File: src/rtl/sprite_pkg.sv
// Shared types and constants for the sprite renderer: colour format,
// transparency key and the per-pixel control bundle carried down the pipe.
package sprite_pkg;

   localparam int COLOR_W  = 12;
   localparam int H_ACTIVE = 640;
   localparam int V_ACTIVE = 480;

   typedef logic [COLOR_W-1:0] color_t;

   localparam color_t KEY_COLOR = 12'hF0F;

   typedef struct packed {
      logic hit;
      logic hs;
      logic vs;
      logic de;
   } pix_ctl_t;

   // Blanked pixel: syncs idle high, no display, no sprite.
   localparam pix_ctl_t CTL_IDLE = '{hit: 1'b0, hs: 1'b1, vs: 1'b1, de: 1'b0};

   function automatic logic in_box(input logic [9:0] dx, input logic [9:0] dy,
                                   input int w, input int h);
      return (dx < 10'(w)) && (dy < 10'(h));
   endfunction

endpackage

File: src/rtl/sprite_render_pipe_if.sv
// Sprite BRAM read port: the renderer is the master, the memory the slave.
interface sprite_render_pipe_if #(parameter int ADDR_W = 16);

   logic                  bram_en;
   logic [ADDR_W-1:0]     bram_addr;
   sprite_pkg::color_t    bram_dout;

   modport master (output bram_en, output bram_addr, input bram_dout);
   modport slave  (input bram_en, input bram_addr, output bram_dout);

endinterface

File: src/rtl/sprite_delay_line.sv
// Enabled shift register; every stage resets to RESET_VAL so a flushed
// pipe carries only inactive pixels.
module sprite_delay_line #(
   parameter int               WIDTH     = 4,
   parameter int               DEPTH     = 3,
   parameter logic [WIDTH-1:0] RESET_VAL = '0
) (
   input  logic             clk,
   input  logic             rst,
   input  logic             en,
   input  logic [WIDTH-1:0] d,
   output logic [WIDTH-1:0] q
);

   logic [DEPTH-1:0][WIDTH-1:0] stage_q, stage_d;

   always_comb begin
      stage_d = stage_q;
      if (en) begin
         stage_d[0] = d;
         for (int i = 1; i < DEPTH; i++) stage_d[i] = stage_q[i-1];
      end
   end

   always_ff @(posedge clk) begin
      if (rst) stage_q <= {DEPTH{RESET_VAL}};
      else     stage_q <= stage_d;
   end

   assign q = stage_q[DEPTH-1];

endmodule

File: src/rtl/sprite_render_pipe.sv
// Per-pixel sprite renderer: hit test + BRAM address, delay-matched syncs,
// colour-key output stage and a frame-synchronous position register.
module sprite_render_pipe
   import sprite_pkg::*;
#(
   parameter int SPR_W    = 40,
   parameter int SPR_H    = 31,
   parameter int ADDR_W   = 16,
   parameter int BRAM_LAT = 2,
   parameter int COMMIT_Y = 480
) (
   input  logic                  Clk,
   input  logic                  Reset,
   input  logic                  pix_en,
   input  logic [9:0]            drawX,
   input  logic [9:0]            drawY,
   input  logic                  hs_in,
   input  logic                  vs_in,
   input  logic                  de_in,
   input  logic [9:0]            pos_left,
   input  logic [9:0]            pos_upper,
   input  logic                  pos_wr,
   output logic                  pos_busy,
   sprite_render_pipe_if.master  bram,
   input  color_t                bg_color,
   output color_t                color_out,
   output logic                  hs_out,
   output logic                  vs_out,
   output logic                  de_out,
   output logic                  hit_out
);

   localparam logic [9:0] COMMIT_ROW = 10'(COMMIT_Y);

   logic [9:0]        pend_left_q, pend_left_d, pend_upper_q, pend_upper_d;
   logic [9:0]        act_left_q, act_left_d, act_upper_q, act_upper_d;
   logic              spr_en_q, spr_en_d, pos_busy_q, pos_busy_d;
   logic [ADDR_W-1:0] bram_addr_q, bram_addr_d;
   color_t            color_q, color_d;
   pix_ctl_t          out_q, out_d, ctl_in, ctl_dly;

   logic [9:0]        dx, dy;
   logic [19:0]       lin_addr;
   logic              hit, commit_tick;

   assign commit_tick = pix_en && (drawY == COMMIT_ROW) && (drawX == 10'd0);

   // Commit only when something is pending, so a reset sprite stays hidden
   // across frame boundaries until game logic actually places it.
   always_comb begin
      pend_left_d  = pend_left_q;
      pend_upper_d = pend_upper_q;
      act_left_d   = act_left_q;
      act_upper_d  = act_upper_q;
      spr_en_d     = spr_en_q;
      pos_busy_d   = pos_busy_q;
      if (pos_wr) begin
         pend_left_d  = pos_left;
         pend_upper_d = pos_upper;
         pos_busy_d   = 1'b1;
      end
      if (commit_tick && (pos_busy_q || pos_wr)) begin
         act_left_d  = pos_wr ? pos_left  : pend_left_q;
         act_upper_d = pos_wr ? pos_upper : pend_upper_q;
         spr_en_d    = 1'b1;
         pos_busy_d  = 1'b0;
      end
   end

   // Offsets wrap mod 2^10, so pixels left of / above the sprite miss.
   always_comb begin
      dx          = drawX - act_left_q;
      dy          = drawY - act_upper_q;
      hit         = spr_en_q && de_in && in_box(dx, dy, SPR_W, SPR_H);
      lin_addr    = 20'(dy) * 20'(SPR_W) + 20'(dx);
      bram_addr_d = bram_addr_q;
      if (pix_en) bram_addr_d = hit ? ADDR_W'(lin_addr) : '0;
   end

   always_comb begin
      ctl_in     = CTL_IDLE;
      ctl_in.hit = hit;
      ctl_in.hs  = hs_in;
      ctl_in.vs  = vs_in;
      ctl_in.de  = de_in;
   end

   // Control bits spend one tick alongside the address register plus the
   // BRAM read latency, landing in step with bram_dout.
   sprite_delay_line #(
      .WIDTH     ($bits(pix_ctl_t)),
      .DEPTH     (1 + BRAM_LAT),
      .RESET_VAL (CTL_IDLE)
   ) u_ctl_dly (
      .clk (Clk),
      .rst (Reset),
      .en  (pix_en),
      .d   (ctl_in),
      .q   (ctl_dly)
   );

   always_comb begin
      out_d   = out_q;
      color_d = color_q;
      if (pix_en) begin
         out_d = ctl_dly;
         if (!ctl_dly.de)
            color_d = '0;
         else if (ctl_dly.hit && (bram.bram_dout != KEY_COLOR))
            color_d = bram.bram_dout;
         else
            color_d = bg_color;
      end
   end

   always_ff @(posedge Clk) begin
      if (Reset) begin
         pend_left_q  <= '0;
         pend_upper_q <= '0;
         act_left_q   <= '0;
         act_upper_q  <= '0;
         spr_en_q     <= 1'b0;
         pos_busy_q   <= 1'b0;
         bram_addr_q  <= '0;
         color_q      <= '0;
         out_q        <= CTL_IDLE;
      end else begin
         pend_left_q  <= pend_left_d;
         pend_upper_q <= pend_upper_d;
         act_left_q   <= act_left_d;
         act_upper_q  <= act_upper_d;
         spr_en_q     <= spr_en_d;
         pos_busy_q   <= pos_busy_d;
         bram_addr_q  <= bram_addr_d;
         color_q      <= color_d;
         out_q        <= out_d;
      end
   end

   assign bram.bram_en   = pix_en;
   assign bram.bram_addr = bram_addr_q;
   assign pos_busy       = pos_busy_q;
   assign color_out      = color_q;
   assign hs_out         = out_q.hs;
   assign vs_out         = out_q.vs;
   assign de_out         = out_q.de;
   assign hit_out        = out_q.hit;

endmodule

File: src/flat_wrapper.sv
// flat-port wrapper written by rule: the top's interface ports become plain ports
module sprite_render_pipe_flat import sprite_pkg::*;
#(
   parameter int SPR_W    = 40,
   parameter int SPR_H    = 31,
   parameter int ADDR_W   = 16,
   parameter int BRAM_LAT = 2,
   parameter int COMMIT_Y = 480
)
  (Clk, Reset, pix_en, drawX, drawY, hs_in, vs_in, de_in, pos_left, pos_upper, pos_wr, pos_busy, bg_color, color_out, hs_out, vs_out, de_out, hit_out, bram_bram_en, bram_bram_addr, bram_bram_dout);
  sprite_render_pipe_if #(.ADDR_W(ADDR_W)) bram_i ();
  input  logic Clk;
  input  logic Reset;
  input  logic pix_en;
  input  logic [9:0] drawX;
  input  logic [9:0] drawY;
  input  logic hs_in;
  input  logic vs_in;
  input  logic de_in;
  input  logic [9:0] pos_left;
  input  logic [9:0] pos_upper;
  input  logic pos_wr;
  output logic pos_busy;
  input  color_t bg_color;
  output color_t color_out;
  output logic hs_out;
  output logic vs_out;
  output logic de_out;
  output logic hit_out;
  output wire logic [$bits(bram_i.bram_en)-1:0] bram_bram_en;
  output wire logic [$bits(bram_i.bram_addr)-1:0] bram_bram_addr;
  input wire logic [$bits(bram_i.bram_dout)-1:0] bram_bram_dout;
  assign bram_bram_en = bram_i.bram_en;
  assign bram_bram_addr = bram_i.bram_addr;
  assign bram_i.bram_dout = bram_bram_dout;
  sprite_render_pipe #(.SPR_W(SPR_W), .SPR_H(SPR_H), .ADDR_W(ADDR_W), .BRAM_LAT(BRAM_LAT), .COMMIT_Y(COMMIT_Y)) u_core (.Clk(Clk), .Reset(Reset), .pix_en(pix_en), .drawX(drawX), .drawY(drawY), .hs_in(hs_in), .vs_in(vs_in), .de_in(de_in), .pos_left(pos_left), .pos_upper(pos_upper), .pos_wr(pos_wr), .pos_busy(pos_busy), .bram(bram_i), .bg_color(bg_color), .color_out(color_out), .hs_out(hs_out), .vs_out(vs_out), .de_out(de_out), .hit_out(hit_out));
endmodule
File: config.mk
export PLATFORM = sky130hd
export DESIGN_NAME = sprite_render_pipe_flat
export DESIGN_NICKNAME = d
export VERILOG_FILES = /design/src/rtl/sprite_pkg.sv /design/src/rtl/sprite_render_pipe_if.sv /design/src/rtl/sprite_delay_line.sv /design/src/rtl/sprite_render_pipe.sv /design/src/flat_wrapper.sv
export SDC_FILE = /design/constraint.sdc
export NUM_CORES = 1
export LEC_CHECK = 0
export CELL_PAD_IN_SITES_DETAIL_PLACEMENT = 1
export CELL_PAD_IN_SITES_GLOBAL_PLACEMENT = 2
export CORE_MARGIN = 4
export CORE_UTILIZATION = 32
export CTS_BUF_LIST = sky130_fd_sc_hd__clkbuf_2 sky130_fd_sc_hd__clkbuf_4 sky130_fd_sc_hd__clkbuf_8
export DETAILED_ROUTE_END_ITERATION = 10
export HOLD_SLACK_MARGIN = 0.1
export PLACE_DENSITY_LB_ADDON = 0.05
export SLEW_MARGIN = 15
export SYNTH_ARGS = -nofsm -noshare
export SYNTH_HDL_FRONTEND = slang
export SYNTH_SLANG_ARGS = --single-unit
File: constraint.sdc
create_clock -name Clk -period 5.2 [get_ports Clk]
set_clock_uncertainty 0.1 [all_clocks]
set_input_delay 1.04 -clock Clk [delete_from_list [all_inputs] [get_ports Clk]]
set_output_delay 1.04 -clock Clk [all_outputs]
set_load 0.01 [all_outputs]
==> results.yml, run 1 <==
drt:
  routedWlPerCell_um: 15.2
  final_antenna_net_count: 0
  first_pass_iters: 4
  viasPerCell: 4.89
  drt_iter0_drc: 129
  drc_errors: 0
  vias: 4404
  wl_um: 13700
synthesis:
  syn_inst: 574
  synth.distinct_cells: 59
  synth.top_cell.area_share_pct: 34.4
  yosysMostFrequentCell: "nor2_1"
  synth_edf_count: 0
  ys_seq_elements: 86
  synthFlopType: "dfxtp_1"
  synth_area_leaders: "dfxtp_1 (34%), ha_1 (9.0%), mux2i_1 (7.0%)"
  syn-num-nets: 685
  synth_warnings: 0
  async_reset_ff_share_pct: 0
  yosysTopAreaCell: "dfxtp_1"
  synth_common_cells: "nor2_1 (89), dfxtp_1 (86), nand2_1 (38), ha_1 (36), mux2i_1 (35)"
  synth_area_mm2: 0.00500
  synth_area_per_cell_um2: 8.71
  yosysSeqAreaShare_pct: 34.4
placed_design:
  gp_congestion: 0.802
  numPlacedInstances: 884
  io_buffers: 104
  dp_hpwl_um: 10900
timing:
  final-hold-violation-count: 0
  finalCritPeriodShare_pct: 93.3
  period_needed_ps: 4850
  holdWs_ps: 358
  setup_violations: 0
  worst_slew_pin_slew_ps: 1130
  slew_violations: 0
  grt_setup_unrepaired: "false"
  max_freq_mhz: 206
  maxSlewHeadroom_pct: 24.0
clock_tree:
  cts_buffers: 9
  clock_tree.root_cell: "clkbuf_8"
  cts.repair.resized: 0
  tritoncts: "yes"
  clk_latency_ps: 380
  clkTransAtPathRegs_ps: 100
  cts_max_level: 3
  cts_max_path_buffers: 2
  ctsHoldBuffers: 0
  postCtsSetupRepairBufs: 0
  cts.sinks: 86
grt:
  grt_pass1_wl_um: 22800
  antenna_found_initial: 0
  grt_pass1_vias: 4625
  grt_max_degree: 74
  overflow: 0
  grtUsageTotal_pct: 16.0
pwr:
  p_int_uw: 1190
  clock_power_share_pct: 29.4
  pwr-share-seq_pct: 38.7
  power.share.combinational_pct: 31.9
  p_switching_uw: 564
  swShare_pct: 32.1
  power_density_mw_per_mm2: 267
  leakage_uw: 0.00258
  power_uw: 1750
  ir_drop_mv: 0.144
floorplan:
  die_w_um: 133
  core_mm2: 0.0153
  io_pins: 105
  rows: 45
  dieArea_mm2: 0.0177
  chipHeight_um: 133
  initial_core_util_pct: 32.8
critical_path:
  required_ps: 5370
  path_max_fanout: 3
  crit_arrival_ps: 5020
  endpoint_kind: "flop"
  path_class: "in -> reg"
  start_kind: "input port"
final_layout:
  area_delta_synth_final_pct: 31.3
  n_antenna_cell: 0
  drive_gt1_share_pct: 9.29
  fin_util_pct: 43.0
  final_cells: 900
  final_nets: 795
hold_path:
  hold_path_class: "reg -> reg"
outcome:
  status: "finished clean"
job:
  drv_cap: 0
[metrics by stage]
step	instance area [um2]	TNS [ps]	worst slack [ps]
2_1_floorplan	5000	0	578
5_1_grt	6560	0	59.2
4_1_cts	6560	0	348
3_5_place_dp	6350	-104	-53.6
3_3_place_gp	6350	0	14.3
6_report	6560	0	347
[sequential cells by signal, indices dropped and copies added (netlist names), 4 cells and up]
register	count
u_core.u_ctl_dly.stage_q	8
u_core.u_ctl_dly.q	4
u_core.pend_upper_q	10
u_core.act_left_q	10
u_core.act_upper_q	10
u_core.pend_left_q	10
u_core.color_out	12
u_core.bram.bram_addr	16
[critical path, cell delays in order]
cell             delay, ps
clkdlybuf4s50_1        510
inv_1                   60
ha_1                   230
fa_1                   450
nor2b_4                140
o21a_1                 120
nor2_1                  50
xnor2_1                140
ha_1                   310
inv_1                   60
fa_1                   530
inv_1                   40
ha_1                   290
or4_1                  510
o21ai_0                 90
a21oi_1                100
nand3b_1               130
xnor2_1                140
o21ai_2                 80
[cell type report]
| cell class | count | area [um2] |
|---|---|---|
| fill | 1812 | 8700 |
| multi-input combinational | 430 | 3060 |
| sequential | 86 | 1720 |
| timing repair buffer | 124 | 1190 |
| tap | 211 | 264 |
| clock buffer | 10 | 131 |
| inverter | 33 | 124 |
| clock inverter | 6 | 77.6 |
[power groups by stage]
stage | Sequential (uW) | Combinational [uW] | Clock (uW)
after floorplan | 693 | 370 | 0
after global placement | 693 | 554 | 0
after detailed placement | 694 | 565 | 0
after CTS | 679 | 568 | 544
after global routing | 680 | 626 | 567
final | 678 | 560 | 517
[layout by cell type, fill, tap and decap left out, types with 3 or more instances in the layout]
| master | instances |
|---|---|
| clkbuf_8 | 9 |
| a21oi_1 | 34 |
| fa_1 | 4 |
| nand2b_1 | 3 |
| nand3b_1 | 3 |
| xor2_1 | 10 |
| o21a_1 | 7 |
| o2111ai_1 | 3 |
| a21o_1 | 8 |
| nand2_1 | 38 |
| o21ai_0 | 18 |
| xnor2_1 | 21 |
| nor4_1 | 6 |
| nand4_1 | 3 |
| inv_1 | 33 |
| o21ai_2 | 11 |
| nor3_1 | 3 |
| nor2_1 | 89 |
| clkdlybuf4s50_1 | 103 |
| dfxtp_1 | 86 |
| a211o_1 | 9 |
| nand4b_1 | 3 |
| a211oi_1 | 22 |
| nand3_1 | 6 |
| and2_1 | 3 |
| or3_1 | 3 |
| buf_4 | 20 |
| nor2b_1 | 14 |
| mux2i_1 | 35 |
| ha_1 | 36 |
[per-layer routing]
layer  global-route usage (%)  vias up  share of wire [%]
li1                         -     2226                  -
met1                     18.2     2076                 43
met2                     27.9       86                 49
met3                     5.89       16                6.3
met4                     5.02        0                2.0
met5                        0        -                  0
[cells by family after synthesis]
group                      count (synthesis)  share of synthesized area (%)
adders and majority gates                 40                           10.6
DFF                                       86                           34.4
xor gates and xnor gates                  32                           5.76
AOI/OAI and AO/OA                        132                           18.7
and+or+nand+nor                          191                           18.8
muxes                                     35                           7.01
buffers and inverters                     58                           4.61
[path summary, 6_finish.rpt]
| check | cells past startpoint | slack (ps) | end | from |
|---|---|---|---|---|
| setup reg to reg | 17 | 1240 | u_core.bram.bram_addr[14] | u_core.act_upper_q[0] |
| setup / recovery | 19 | 350 | u_core.bram.bram_addr[14] | drawY[0] |
| hold / removal | 2 | 360 | u_core.bram.bram_addr[4] | u_core.bram.bram_addr[4] |
| hold reg to reg | 2 | 360 | u_core.bram.bram_addr[4] | u_core.bram.bram_addr[4] |
(Power assumes the default switching activity.)
==> run 2: changes to the inputs <==
--- a/config.mk
+++ b/config.mk
@@ -8,9 +8,10 @@
 export CELL_PAD_IN_SITES_DETAIL_PLACEMENT = 1
 export CELL_PAD_IN_SITES_GLOBAL_PLACEMENT = 2
 export CORE_MARGIN = 4
-export CORE_UTILIZATION = 32
+export CORE_UTILIZATION = 39
 export CTS_BUF_LIST = sky130_fd_sc_hd__clkbuf_2 sky130_fd_sc_hd__clkbuf_4 sky130_fd_sc_hd__clkbuf_8
 export DETAILED_ROUTE_END_ITERATION = 10
+export DONT_BUFFER_PORTS = 1
 export HOLD_SLACK_MARGIN = 0.1
 export PLACE_DENSITY_LB_ADDON = 0.05
 export SLEW_MARGIN = 15
==> run 2 against run 1 <==
  * Cell count down 18%
  * Non-clock buffer count down 121
  * Maximum frequency up 2.6%
  * First-iteration DRC count up 26%
  * Highest routed layer unchanged
  * Routed wire length down 8.6%
  * Setup slack better by 120 ps
==> results.yml, run 2 (synthesis results as in run 1) <==
outcome:
  status: "finished clean"
pwr:
  power_density_mw_per_mm2: 293
  leakage_uw: 0.00210
  ir_drop_mv: 0.149
grt:
  grt_pass1_wl_um: 20700
  overflow: 0
  grtUsageTotal_pct: 17.7
  antenna_found_initial: 0
  grt_pass1_vias: 4150
  grt_max_degree: 74
drt:
  wl_um: 12500
  routedWlPerCell_um: 16.9
  drt_iter0_drc: 162
  final_antenna_net_count: 0
  drc_errors: 0
  first_pass_iters: 4
  viasPerCell: 5.34
  vias: 3950
critical_path:
  start_kind: "input port"
  path_max_fanout: 5
  crit_arrival_ps: 4880
  required_ps: 5360
  rr_worst_depth: 19
  endpoint_kind: "flop"
  path_class: "in -> reg"
final_layout:
  final_nets: 674
  design_area_mm2: 0.00532
  fin_util_pct: 42.3
  fillCellCount: 1509
  final_common_cell: "nor2_1"
  layout_common_cells: "nor2_1 (88), dfxtp_1 (86), nand2_1 (38)"
  n_antenna_cell: 0
  area_delta_synth_final_pct: 6.41
  largest_reg_flops: 16
  drive_gt1_share_pct: 8.27
clock_tree:
  cts_buffers: 9
  postCtsSetupRepairBufs: 0
  cts.repair.resized: 0
  cts_max_path_buffers: 2
  cts.sinks: 86
  ctsHoldBuffers: 0
  clk_latency_ps: 360
  clkTransAtPathRegs_ps: 90
  tritoncts: "yes"
  cts_max_level: 3
  clock_tree.root_cell: "clkbuf_8"
placed_design:
  place_area_mm2: 0.00514
  gp_congestion: 0.870
  dp_hpwl_um: 9850
  io_buffers: 0
timing:
  setup_violations: 0
  maxSlewHeadroom_pct: 22.4
  setup_tns_ps: 0
  grt_setup_unrepaired: "false"
  max_freq_mhz: 211
  finalCritPeriodShare_pct: 90.9
  final-hold-violation-count: 0
  period_needed_ps: 4730
  worst_slew_pin_slew_ps: 1160
  slew_violations: 0
floorplan:
  dieArea_mm2: 0.0147
  chipHeight_um: 121
  io_pins: 105
  core_mm2: 0.0126
  initial_core_util_pct: 39.8
  die_w_um: 121
  rows: 41
hold_path:
  hold_path_class: "reg -> reg"
  hold_path_depth: 1
job:
  drv_cap: 0
-- run 2: critical path, cell delays in order --
cell and delay [ps]:
inv_1 30, ha_1 240, fa_1 470, nor2b_4 160, o21a_1 110, nor2_1 40
xnor2_1 410, ha_1 340, ha_1 300, a21oi_1 190, nor2b_1 70, nor2_1 110
xnor2_1 80, ha_1 330, o21a_1 140, o21ai_0 80, a21oi_1 320, nand3b_1 150
xnor2_1 200, o21ai_2 80
-- run 2: path summary, 6_finish.rpt --
path,startpoint,endpoint,slack (ps)
max,drawY[0],u_core.bram.bram_addr[14],470
min,u_core.u_ctl_dly.stage_q[2],u_core.u_ctl_dly.stage_q[6],370
max reg2reg,u_core.act_upper_q[0],u_core.bram.bram_addr[14],840
min reg2reg,u_core.u_ctl_dly.stage_q[2],u_core.u_ctl_dly.stage_q[6],370
-- run 2: stage by stage --
step           cells  setup WS [ps]  hold WS (ps)  total power, uW
2_1_floorplan    574            578           331             1060
3_3_place_gp     724            253           338             1130
3_5_place_dp     724            128           346             1140
4_1_cts          740            518           369             1590
5_1_grt          740            137           377             1670
6_report         740            472           366             1560
-- run 2: layer usage --
metal / wire length, um / track usage, %
met1: 5330 / 21.3
met2: 6080 / 29.7
met3: 916 / 6.20
met4: 170 / 5.11
met5: 0 / 0
-- run 2: cell type report --
| type | count | area, um2 | share of cell area, % |
|---|---|---|---|
| clock inverter | 5 | 36.3 | 0.682 |
| multi-input combinational | 430 | 3060 | 57.5 |
| timing repair buffer | 3 | 22.5 | 0.423 |
| tap | 172 | 215 | 4.05 |
| inverter | 33 | 124 | 2.33 |
| clock buffer | 11 | 139 | 2.61 |
| sequential | 86 | 1720 | 32.4 |
-- run 2: where the power goes --
part           leakage [uW]  internal, uW  switching, uW
combinational       0.00131           199            243
sequential         0.000699           673           6.60
clock             0.0000941           186            254
==> run 3: changes to the inputs <==
--- a/config.mk
+++ b/config.mk
@@ -9,7 +9,7 @@
 export CELL_PAD_IN_SITES_GLOBAL_PLACEMENT = 2
 export CORE_MARGIN = 4
 export CORE_UTILIZATION = 39
-export CTS_BUF_LIST = sky130_fd_sc_hd__clkbuf_2 sky130_fd_sc_hd__clkbuf_4 sky130_fd_sc_hd__clkbuf_8
+export CTS_BUF_LIST = sky130_fd_sc_hd__clkbuf_8
 export DETAILED_ROUTE_END_ITERATION = 10
 export DONT_BUFFER_PORTS = 1
 export HOLD_SLACK_MARGIN = 0.1
==> run 3 against run 2 <==
  * Die area did not move
  * Global-route usage is the same
  * Clock power decreased by 3%
  * Critical path depth is the same
  * Via count stayed put
  * Final area decreased by 0.14%
  * Hold slack lost 1.1 ps
  * Register-to-register slack hardly changed
  * Non-clock buffer count did not move
  * Setup slack is essentially flat
  * Highest routed layer unchanged
==> results.yml, run 3 (synthesis results as in run 1) <==
hold_path:
  min_to: "u_core.u_ctl_dly.stage_q[6]"
  hold_path_depth: 1
  hold_path_class: "reg -> reg"
  worstHoldStart: "u_core.u_ctl_dly.stage_q[2]"
critical_path:
  worst-r2r-setup-slack_ps: 840
  rr_worst_depth: 19
  start_kind: "input port"
  reg2reg_from: "u_core.act_upper_q[0]"
  required_ps: 5360
  path_max_fanout: 5
  worstReg2RegEnd: "u_core.bram.bram_addr[14]"
  path_class: "in -> reg"
  endpoint_kind: "flop"
  crit_arrival_ps: 4880
drt:
  viasPerCell: 5.34
  vias: 3950
  final_antenna_net_count: 0
  wl_um: 12500
  routedWlPerCell_um: 16.9
  drc_errors: 0
  first_pass_iters: 4
  drt_iter0_drc: 174
final_layout:
  layout_common_cells: "nor2_1 (88), dfxtp_1 (86), nand2_1 (38)"
  fillCellCount: 1512
  n_antenna_cell: 0
  fin_util_pct: 42.3
  area_delta_synth_final_pct: 6.26
  final_common_cell: "nor2_1"
  final_nets: 674
  final-seq-area_mm2: 0.00172
  multi_input_area_mm2: 0.00306
  largest_reg_flops: 16
  drive_gt1_share_pct: 7.92
placed_design:
  dp_hpwl_um: 9850
  io_buffers: 0
  gp_congestion: 0.870
grt:
  grtUsageTotal_pct: 17.7
  grt_pass1_wl_um: 20700
  overflow: 0
  grt_pass1_vias: 4152
  grt_max_degree: 74
  antenna_found_initial: 0
floorplan:
  initial_core_util_pct: 39.8
  chipHeight_um: 121
  io_pins: 105
  dieArea_mm2: 0.0147
  core_mm2: 0.0126
  die_w_um: 121
  rows: 41
clock_tree:
  cts_buffers: 9
  cts_max_level: 3
  ctsHoldBuffers: 0
  cts.sinks: 86
  clkTransAtPathRegs_ps: 90
  clk_latency_ps: 360
  postCtsSetupRepairBufs: 0
  cts_max_path_buffers: 2
  clock_tree.root_cell: "clkbuf_8"
  tritoncts: "yes"
  cts.repair.resized: 0
timing:
  slew_violations: 0
  final-hold-violation-count: 0
  maxSlewHeadroom_pct: 22.4
  finalCritPeriodShare_pct: 90.9
  grt_setup_unrepaired: "false"
  worst_slew_pin_slew_ps: 1160
  period_needed_ps: 4730
  max_freq_mhz: 211
  setup_violations: 0
  setup_tns_ps: 0
job:
  drv_cap: 0
pwr:
  ir_drop_mv: 0.147
  power_density_mw_per_mm2: 291
  leakage_uw: 0.00210
outcome:
  status: "finished clean"
run 3: cell types whose count changed in the layout (fill, tap and decap cells not counted), sizes merged:
cell / before / now
inv: 33 / 35
clkbuf: 11 / 9
run 3: layer usage:
layer / vias up / track usage (%) / routed length [um]
li1: 1984 / - / -
met1: 1855 / 21.3 / 5320
met2: 95 / 29.7 / 6080
met3: 16 / 6.20 / 916
met4: 0 / 5.11 / 170
met5: - / 0 / 0
run 3: cell type report:
class,count,area share [%]
clock inverters,7,0.825
multi-input cells,430,57.6
clock buffers,9,2.33
inverters,33,2.33
repair buffers,3,0.424
flip-flops and latches,86,32.4
well taps,172,4.05
run 3: metrics by stage:
step	total power, uW	setup slack (ps)	cells	hold slack (ps)	cell area [um2]
floorplan	1060	578	574	331	5000
CTS	1570	518	740	369	5310
global placement	1130	253	724	338	5140
finish	1550	471	740	365	5310
global route	1660	137	740	377	5310
detailed placement	1140	128	724	346	5140
run 3: power by group:
part	leakage [uW]	switching, uW	total (uW)	internal (uW)
sequential	0.000699	6.58	680	673
combinational	0.00131	243	442	199
clock	0.0000955	253	424	171
total	0.00210	503	1550	1040
run 3: worst max path at each step:
stage,start,endpoint,slack [ps],cells after the start
floorplan,drawY[0],u_core.bram.bram_addr[14],580,18
global placement,drawY[0],u_core.bram.bram_addr[14],250,20
detailed placement,drawY[0],u_core.bram.bram_addr[14],130,20
CTS,drawY[0],u_core.bram.bram_addr[14],520,20
global route,drawY[0],u_core.bram.bram_addr[14],140,20
finish,drawY[0],u_core.bram.bram_addr[14],470,20
run 3: worst max-delay path: stages:
cell and delay (ps):
inv_1 30, ha_1 240, fa_1 470, nor2b_4 160
o21a_1 110, nor2_1 40, xnor2_1 410, ha_1 340
ha_1 300, a21oi_1 190, nor2b_1 70, nor2_1 110
xnor2_1 80, ha_1 330, o21a_1 140, o21ai_0 80
a21oi_1 320, nand3b_1 150, xnor2_1 200, o21ai_2 80
